<file path="config.mk">
export PLATFORM = sky130hd
export DESIGN_NAME = cola_buyer
export DESIGN_NICKNAME = d
export VERILOG_FILES = /design/src/rtl/cola_buyer.sv
export SDC_FILE = /design/constraint.sdc
export NUM_CORES = 1
export LEC_CHECK = 0
export CORE_MARGIN = 3
export CORE_UTILIZATION = 45
export DETAILED_ROUTE_END_ITERATION = 7
export PLACE_DENSITY = 0.73
export SYNTH_ARGS = -nofsm -noshare
export SYNTH_HDL_FRONTEND = slang
export SYNTH_SLANG_ARGS = --single-unit
</file>
<file path="constraint.sdc">
create_clock -name clk -period 2.5 [get_ports clk]
set_input_delay 0.5 -clock clk [delete_from_list [all_inputs] [get_ports clk]]
set_output_delay 0.5 -clock clk [all_outputs]
set_load 0.03 [all_outputs]
</file>
<file path="src/rtl/cola_buyer.sv">
// Automated buyer that feeds coins from a latched wallet into a 2.5-yuan vending machine.
// Optional macro COLA_BUYER_DUAL_COIN_EN allows a simultaneous yuan+jiao insertion.
module cola_buyer (
  input  logic       clk,
  input  logic       rst,
  input  logic       start,
  input  logic [3:0] yuan_cnt,
  input  logic [3:0] jiao_cnt,
  input  logic       out_cola,
  input  logic       out_coin,
  output logic       in_yuan,
  output logic       in_jiao,
  output logic       busy,
  output logic       done,
  output logic       got_cola,
  output logic       got_change,
  output logic       err,
  output logic [3:0] yuan_left,
  output logic [3:0] jiao_left,
  output logic [2:0] paid
);

  typedef enum logic [1:0] {S_IDLE, S_INSERT, S_WAIT, S_FIN} state_t;

  state_t     state_q, state_d;
  logic [3:0] yuan_q, yuan_d, jiao_q, jiao_d;
  logic [2:0] paid_q, paid_d;
  logic       cola_q, cola_d, change_q, change_d, err_q, err_d;
  logic       pick_yuan, pick_jiao;
  logic [2:0] need;
  logic [3:0] paid_sum;
  logic       dual_ok;
  logic       coin_bad;

  // Price is 5 half-yuan units; need is zero once fully paid.
  assign need = (paid_q >= 3'd5) ? 3'd0 : (3'd5 - paid_q);

`ifdef COLA_BUYER_DUAL_COIN_EN
  assign dual_ok = (need >= 3'd3) && (yuan_q != 4'd0) && (jiao_q != 4'd0);
`else
  assign dual_ok = 1'b0;
`endif

  // Change is expected exactly when the machine was overpaid by one unit.
  assign coin_bad = (out_coin && (paid_q != 3'd6)) || (!out_coin && (paid_q == 3'd6));

  always_ff @(posedge clk or negedge rst) begin
    if (!rst) begin
      state_q  <= S_IDLE;
      yuan_q   <= 4'd0;
      jiao_q   <= 4'd0;
      paid_q   <= 3'd0;
      cola_q   <= 1'b0;
      change_q <= 1'b0;
      err_q    <= 1'b0;
    end else begin
      state_q  <= state_d;
      yuan_q   <= yuan_d;
      jiao_q   <= jiao_d;
      paid_q   <= paid_d;
      cola_q   <= cola_d;
      change_q <= change_d;
      err_q    <= err_d;
    end
  end

  always_comb begin
    state_d   = state_q;
    yuan_d    = yuan_q;
    jiao_d    = jiao_q;
    paid_d    = paid_q;
    cola_d    = cola_q;
    change_d  = change_q;
    err_d     = err_q;
    pick_yuan = 1'b0;
    pick_jiao = 1'b0;
    paid_sum  = {1'b0, paid_q};
    case (state_q)
      S_IDLE: begin
        if (start) begin
          state_d  = S_INSERT;
          yuan_d   = yuan_cnt;
          jiao_d   = jiao_cnt;
          paid_d   = 3'd0;
          cola_d   = 1'b0;
          change_d = 1'b0;
          err_d    = 1'b0;
        end
      end
      S_INSERT: begin
        if (dual_ok) begin
          pick_yuan = 1'b1;
          pick_jiao = 1'b1;
          paid_sum  = {1'b0, paid_q} + 4'd3;
        end else if ((need >= 3'd2) && (yuan_q != 4'd0)) begin
          pick_yuan = 1'b1;
          paid_sum  = {1'b0, paid_q} + 4'd2;
        end else if (jiao_q != 4'd0) begin
          pick_jiao = 1'b1;
          paid_sum  = {1'b0, paid_q} + 4'd1;
        end else if (yuan_q != 4'd0) begin
          pick_yuan = 1'b1;
          paid_sum  = {1'b0, paid_q} + 4'd2;
        end
        // Chosen counters are known non-zero, so the decrement cannot wrap.
        if (pick_yuan) yuan_d = yuan_q - 4'd1;
        if (pick_jiao) jiao_d = jiao_q - 4'd1;
        paid_d = (paid_sum > 4'd6) ? 3'd6 : paid_sum[2:0];
        if (pick_yuan || pick_jiao) begin
          state_d = S_WAIT;
        end else begin
          err_d   = 1'b1;
          state_d = S_FIN;
        end
      end
      S_WAIT: begin
        if (out_coin) change_d = 1'b1;
        if (coin_bad) err_d = 1'b1;
        if (paid_q >= 3'd5) begin
          if (out_cola) cola_d = 1'b1;
          else          err_d  = 1'b1;
          state_d = S_FIN;
        end else if (out_cola || coin_bad) begin
          err_d   = 1'b1;
          state_d = S_FIN;
        end else begin
          state_d = S_INSERT;
        end
      end
      S_FIN: begin
        state_d = S_IDLE;
      end
      default: begin
        state_d = S_IDLE;
      end
    endcase
  end

  assign in_yuan    = pick_yuan;
  assign in_jiao    = pick_jiao;
  assign busy       = (state_q != S_IDLE);
  assign done       = (state_q == S_FIN);
  assign got_cola   = cola_q;
  assign got_change = change_q;
  assign err        = err_q;
  assign yuan_left  = yuan_q;
  assign jiao_left  = jiao_q;
  assign paid       = paid_q;

endmodule

</file>
* Word-level counts from Yosys, hierarchy flattened *
Cells that the tools add are included.

word-level totals
  flip-flop bits (word level) = 16
  input bits = 13

cells by class
  reduce and logical (&&, ||, !) cells = 20
  add/sub/neg operators = 5
  equal/unequal tests = 12
  magnitude comparators = 3
  mux-type cells = 40

operator list
  operator             count
  $mux 4               8
  $mux 1               19
  $pmux 4 s2           2
  $ne 2x2->1 const B   7
  $reduce_and 3->1     4
  $mux 3               3
  $pmux 2 s4           1
  $reduce_bool 4->1    2
  $sub 4x1->4 const B  2
  $mux 2               3
  $pmux 3 s2           1
  $reduce_bool 2->1    3
  $add 3x1->4 const B  1
  $add 3x2->4 const B  1
  $eq 2x2->1 const B   2
  $gt 4x3->1 const B   1
  $pmux 1 s2           2
  $reduce_and 4->1     1
  $eq 3x3->1 const B   1
  $ge 3x2->1 const B   1
  $ge 3x3->1 const B   1
  $logic_and 1x1->1    3
  $logic_or 1x1->1     3
  $ne 3x3->1 const B   1
  other kinds (7)      7

* Logic depth before layout (Yosys ltp) *
  depth in word-level cells = 9
  depth in mapped cells = 8
  depth with buffers taken out = 7

* Least setup slack after synthesis *
Ideal clock, no wire load.

  path kind = reg-to-output
  start point = reg paid_q[1], in the netlist paid[1]
  end point = out in_jiao
  arrival = 1.917 ns
  cell stages (with the launch flop) = 6
  path slack = 0.083 ns
  buffers on the path = 0
  cells stage by stage = dfrtp_1 > inv_1 > ha_1 > or2_2 > a21o_4 > nor2_1

on the way
  word-level cells in the longest chain between the ends = 7
  elaborated cells between the ends (all ways) = 8
  those cells by class = add/sub: 1; order compare: 2; mux: 4; reduce/logical: 1

ends and longest elaborated chain
  what                                              line  RTL
  start: declaration                                27    logic [2:0] paid_q, paid_d;
  start signal: assignment                          60    paid_q <= paid_d;
  $sub 3x3->3 / $ge 3x3->1 (equally long branches)  36    assign need = (paid_q >= 3'd5) ? 3'd0 : (3'd5 - paid_q);
  $mux 3 (*)                                        36
  $ge 3x2->1 (*)                                    95    end else if ((need >= 3'd2) && (yuan_q != 4'd0)) begin
  $logic_and 1x1->1 (*)                             95
  $mux 1 (*)                                        95
  $mux 1 (*) (2 in series)                          78    case (state_q)
  end: declaration                                  12    output logic in_jiao,

Mark *: on every way between the ends. The rest lies on a longest branch, timed or not. The select of a mux whose other input is x is not followed.

* Worst setup path in the final report *
  start point = reg yuan_q[0], in the netlist yuan_left[0]
  end point = out in_yuan

on the way
  word-level cells in the longest chain between the ends = 6
  elaborated cells between the ends (all ways) = 7
  those cells by class = mux: 5; reduce/logical: 2

ends and longest elaborated chain
  what                      line     RTL
  start: declaration        26       logic [3:0] yuan_q, yuan_d, jiao_q, jiao_d;
  start signal: assignment  58       yuan_q <= yuan_d;
  $reduce_bool 4->1 (*)     95, 101
  $mux 1                    101      end else if (yuan_q != 4'd0) begin
  $mux 1                    98       end else if (jiao_q != 4'd0) begin
  $mux 1 (*)                95
  $mux 1 (*) (2 in series)  78
  end: declaration          11       output logic in_yuan,

Marks and branches as above.

==> flow_summary_export.csv <==
group,metric,value,unit
synthesis,yosys_warnings,0,
critical_path,cpMostUsedCell,"buf_4",
synthesis,syn_avg_cell_area,8.550,µm²
finish,antenna_cells,0,
detailed_routing,drt_iter0_drc,46,
power,p_seq_frac,0.218,
finish,areaGrowthSynthToFinish,35.98,%
critical_path,path_max_fanout,6,
global_routing,grt_max_degree,17,
finish,final_common_cell,"clkdlybuf4s50_1",
finish,nets,209,
finish,design_area,1674,µm²
sta,slew_viol_final,0,
critical_path,arrival,1920,ps
critical_path,crit_required,2000,ps
power,comb_power_share,0.708,
die,initial_core_util,0.4838,
global_routing,grt-ovfl-total,0,
placement,io_buffers,30,
placement,gp_congestion,0.8132,
finish,mostFrequentLayoutCells,"clkdlybuf4s50_1, nand2_1, a21oi_1",
finish,drive_gt1_frac,0.1530,
die,core_area,2545,µm²
critical_path,worst_path_max_delay_cell,"dfrtp_1",
cts,htreeDepth,1,
synthesis,yosysSeqAreaShare,0.3252,
power,peakVddDrop,0.9606,mV
synthesis,syn_inst,144,
sta,period_share,0.9662,
status,status,"finished clean",
cts,path_clk_slew,100,ps
finish,layoutNonFillerInstCount,213,
detailed_routing,wl,3082,µm
die,dieArea,3399,µm²
synthesis,yosysUniqueCellTypes,40,
power,switching_share,0.4992,
sta,holdWs,552.8,ps
global_routing,grt_pass1_wl,4905,µm
die,rows,18,
global_routing,grt_pass1_vias,1114,
cts,clockBufferDepth,2,
power,switching_power,1.194,mW
synthesis,synth_seq_cells,16,
power,internal-power,1.198,mW
synthesis,synthXorXnorAreaFrac,0.01423,
sta,post-route-min-period,2416,ps
critical_path,cp-start-kind,"register",
power,p_leak,0.7495,nW
detailed_routing,drc,0,
sta,finalSetupViolCount,0,
synthesis,syn_nets,169,
cts,numCtsBuffers,3,
power,p_per_area,1429,nW/µm²
placement,dpl.hpwl,2276,µm
synthesis,synth_compound_area_frac,0.2632,
global_routing,grt_antenna_before_repair,0,
synthesis,synthSimpleGateAreaFrac,0.1900,
cts,clock_latency,290,ps
critical_path,crit_chain,"inv_1 > ha_2 > or3b_4 > buf_4 > o21ai_4 > nor2_1 > buf_4",
detailed_routing,post_drt_wl_per_cell,14.47,µm
synthesis,synth_top_family_by_area,"compound AO/OA/AOI/OAI gates",
placement,dp.cells,203,
sta,max_freq,414.0,MHz
global_routing,grt_use_total,0.1861,
cts,numClockSinks,16,
synthesis,post_synth_fa_ha_maj_area_fraction,0.1220,
detailed_routing,ant_nets,0,
sta,finClkSkew,8.977,ps
synthesis,syn-cell-area,1231,µm²
detailed_routing,via_count,1231,
min_path,hp-class,"reg2reg",
die,die_w,58.31,µm
power,p_clk_frac,0.074,
sta,worst_pin_slew,789.9,ps
sta,hold_viol_final,0,
die,fp.dieH,58.31,µm
synthesis,synthMuxAreaShare,0.04268,
die,io_pins,31,
sta,fin_ws,84.45,ps
cts,cts_root_buffer,"clkbuf_4",
cts,cts_hold_buf,0,
detailed_routing,vias_per_cell,5.779,
critical_path,worst_setup_path_end_kind,"output port",
critical_path,path_class,"reg2out",
sta,relSlewSlack,0.4718,
placement,pre_cts_ws,257.4,ps
detailed_routing,firstDrtPassIters,4,
critical_path,critPathMaxStageDelay,400,ps
job,cap_violations,0,
placement,placed_cell_area,1568,µm²
cts,cts_tree,"built",
[Yosys cell counts]
library cell / count / area share
a21boi_1: 1 / 0.0061
mux2_2: 1 / 0.0091
nand3_1: 3 / 0.012
xnor2_1: 1 / 0.0071
o21ai_1: 2 / 0.0081
clkbuf_1: 3 / 0.0091
o21ai_0: 7 / 0.028
nand2b_1: 1 / 0.0051
or3b_4: 1 / 0.0091
o31ai_1: 1 / 0.0061
a31oi_1: 4 / 0.020
o21ai_2: 2 / 0.014
ha_1: 12 / 0.12
nor3_1: 4 / 0.016
or2_2: 3 / 0.015
and4_1: 1 / 0.0071
nor2_1: 12 / 0.037
nor3b_1: 1 / 0.0061
a21oi_4: 1 / 0.013
o311ai_1: 1 / 0.0071
mux2_1: 1 / 0.0091
o31a_1: 2 / 0.014
a21o_4: 1 / 0.012
a2bb2oi_1: 2 / 0.014
o21ba_1: 1 / 0.0081
nor2b_1: 1 / 0.0051
or3b_1: 1 / 0.0071
dfrtp_1: 16 / 0.33
o22ai_1: 2 / 0.010
mux2i_1: 3 / 0.024
inv_1: 11 / 0.034
a32o_1: 1 / 0.0081
xor2_1: 1 / 0.0071
a21oi_1: 16 / 0.065
nor3_2: 1 / 0.0081
o32ai_1: 2 / 0.014
nor3b_2: 1 / 0.010
a22o_1: 1 / 0.0071
nand2_1: 17 / 0.052
a21o_1: 1 / 0.0061
[final cells by class]
type | instances | area (µm²)
fillers | 230 | 870.8
multi-input cells | 114 | 799.5
flip-flops and latches | 16 | 401.6
repair buffers | 38 | 357.8
inverters | 11 | 41.29
well taps | 30 | 37.54
clock buffers | 4 | 36.28
[stage by stage]
stage	power, mW	TNS (ps)	util
final	2.393	0	0.6578
after global routing	2.594	-11.91	0.6578
after CTS	2.313	0	0.6308
after detailed placement	2.124	0	0.6160
after global placement	2.095	0	0.6160
after floorplan	1.640	0	-
[registers in the layout, summed over array words and instances (netlist names)]
name,cells
paid,3
yuan_left,4
got_cola,1
jiao_left,4
state_q,2
got_change,1
err,1
[kinds of logic (layout without fill, tap and decap cells)]
family,after synthesis,in the layout
muxes,5,5
xor gates and xnor gates,2,2
DFF,16,16
and+or+nand+nor,47,47
buffers and inverters,14,53
AOI/OAI and AO/OA,48,48
adders and majority gates,12,12
[what timing repair did]
action	4_1_cts	5_1_grt
resized for setup	1	6
setup buffers	0	6
pin swaps	0	0
endpoints found under the setup margin	2	3
[final timing paths]
kind                              startpoint      end  slack [ps]  cells after the start
worst max-delay path            yuan_left[0]  in_yuan          80                      7
worst min-delay path                     err      err         550                      1
worst max register to register  yuan_left[0]  paid[0]         290                      8
worst min register to register           err      err         550                      1
max in group asynchronous                rst  paid[1]        1310                      1
min in group asynchronous                rst  paid[0]         650                      1
[metal layers]
| metal | global-route usage | wire (µm) |
|---|---|---|
| met3 | 0.04825 | 202 |
| met2 | 0.3190 | 1552 |
| met4 | 0.03642 | 34 |
| met1 | 0.2363 | 1293 |
| met5 | 0 | 0 |
[worst max-delay path, delay by kind of cell (launching register included)]
kind / cells / cell delay [ps]
AND/OR/NAND/NOR: 2 / 480
flip-flops: 1 / 400
adder cells (fa/ha/maj): 1 / 190
buffers and inverters: 3 / 450
AO/OA/AOI/OAI: 1 / 100
[power groups by stage]
stage	logic [mW]	clock network (mW)	registers, mW
after floorplan	0.953	0	0.688
after global placement	1.57	0	0.522
after detailed placement	1.60	0	0.527
after CTS	1.60	0.184	0.525
after global routing	1.85	0.194	0.547
final	1.69	0.177	0.522
No activity file was read; power rests on OpenSTA's default activity.
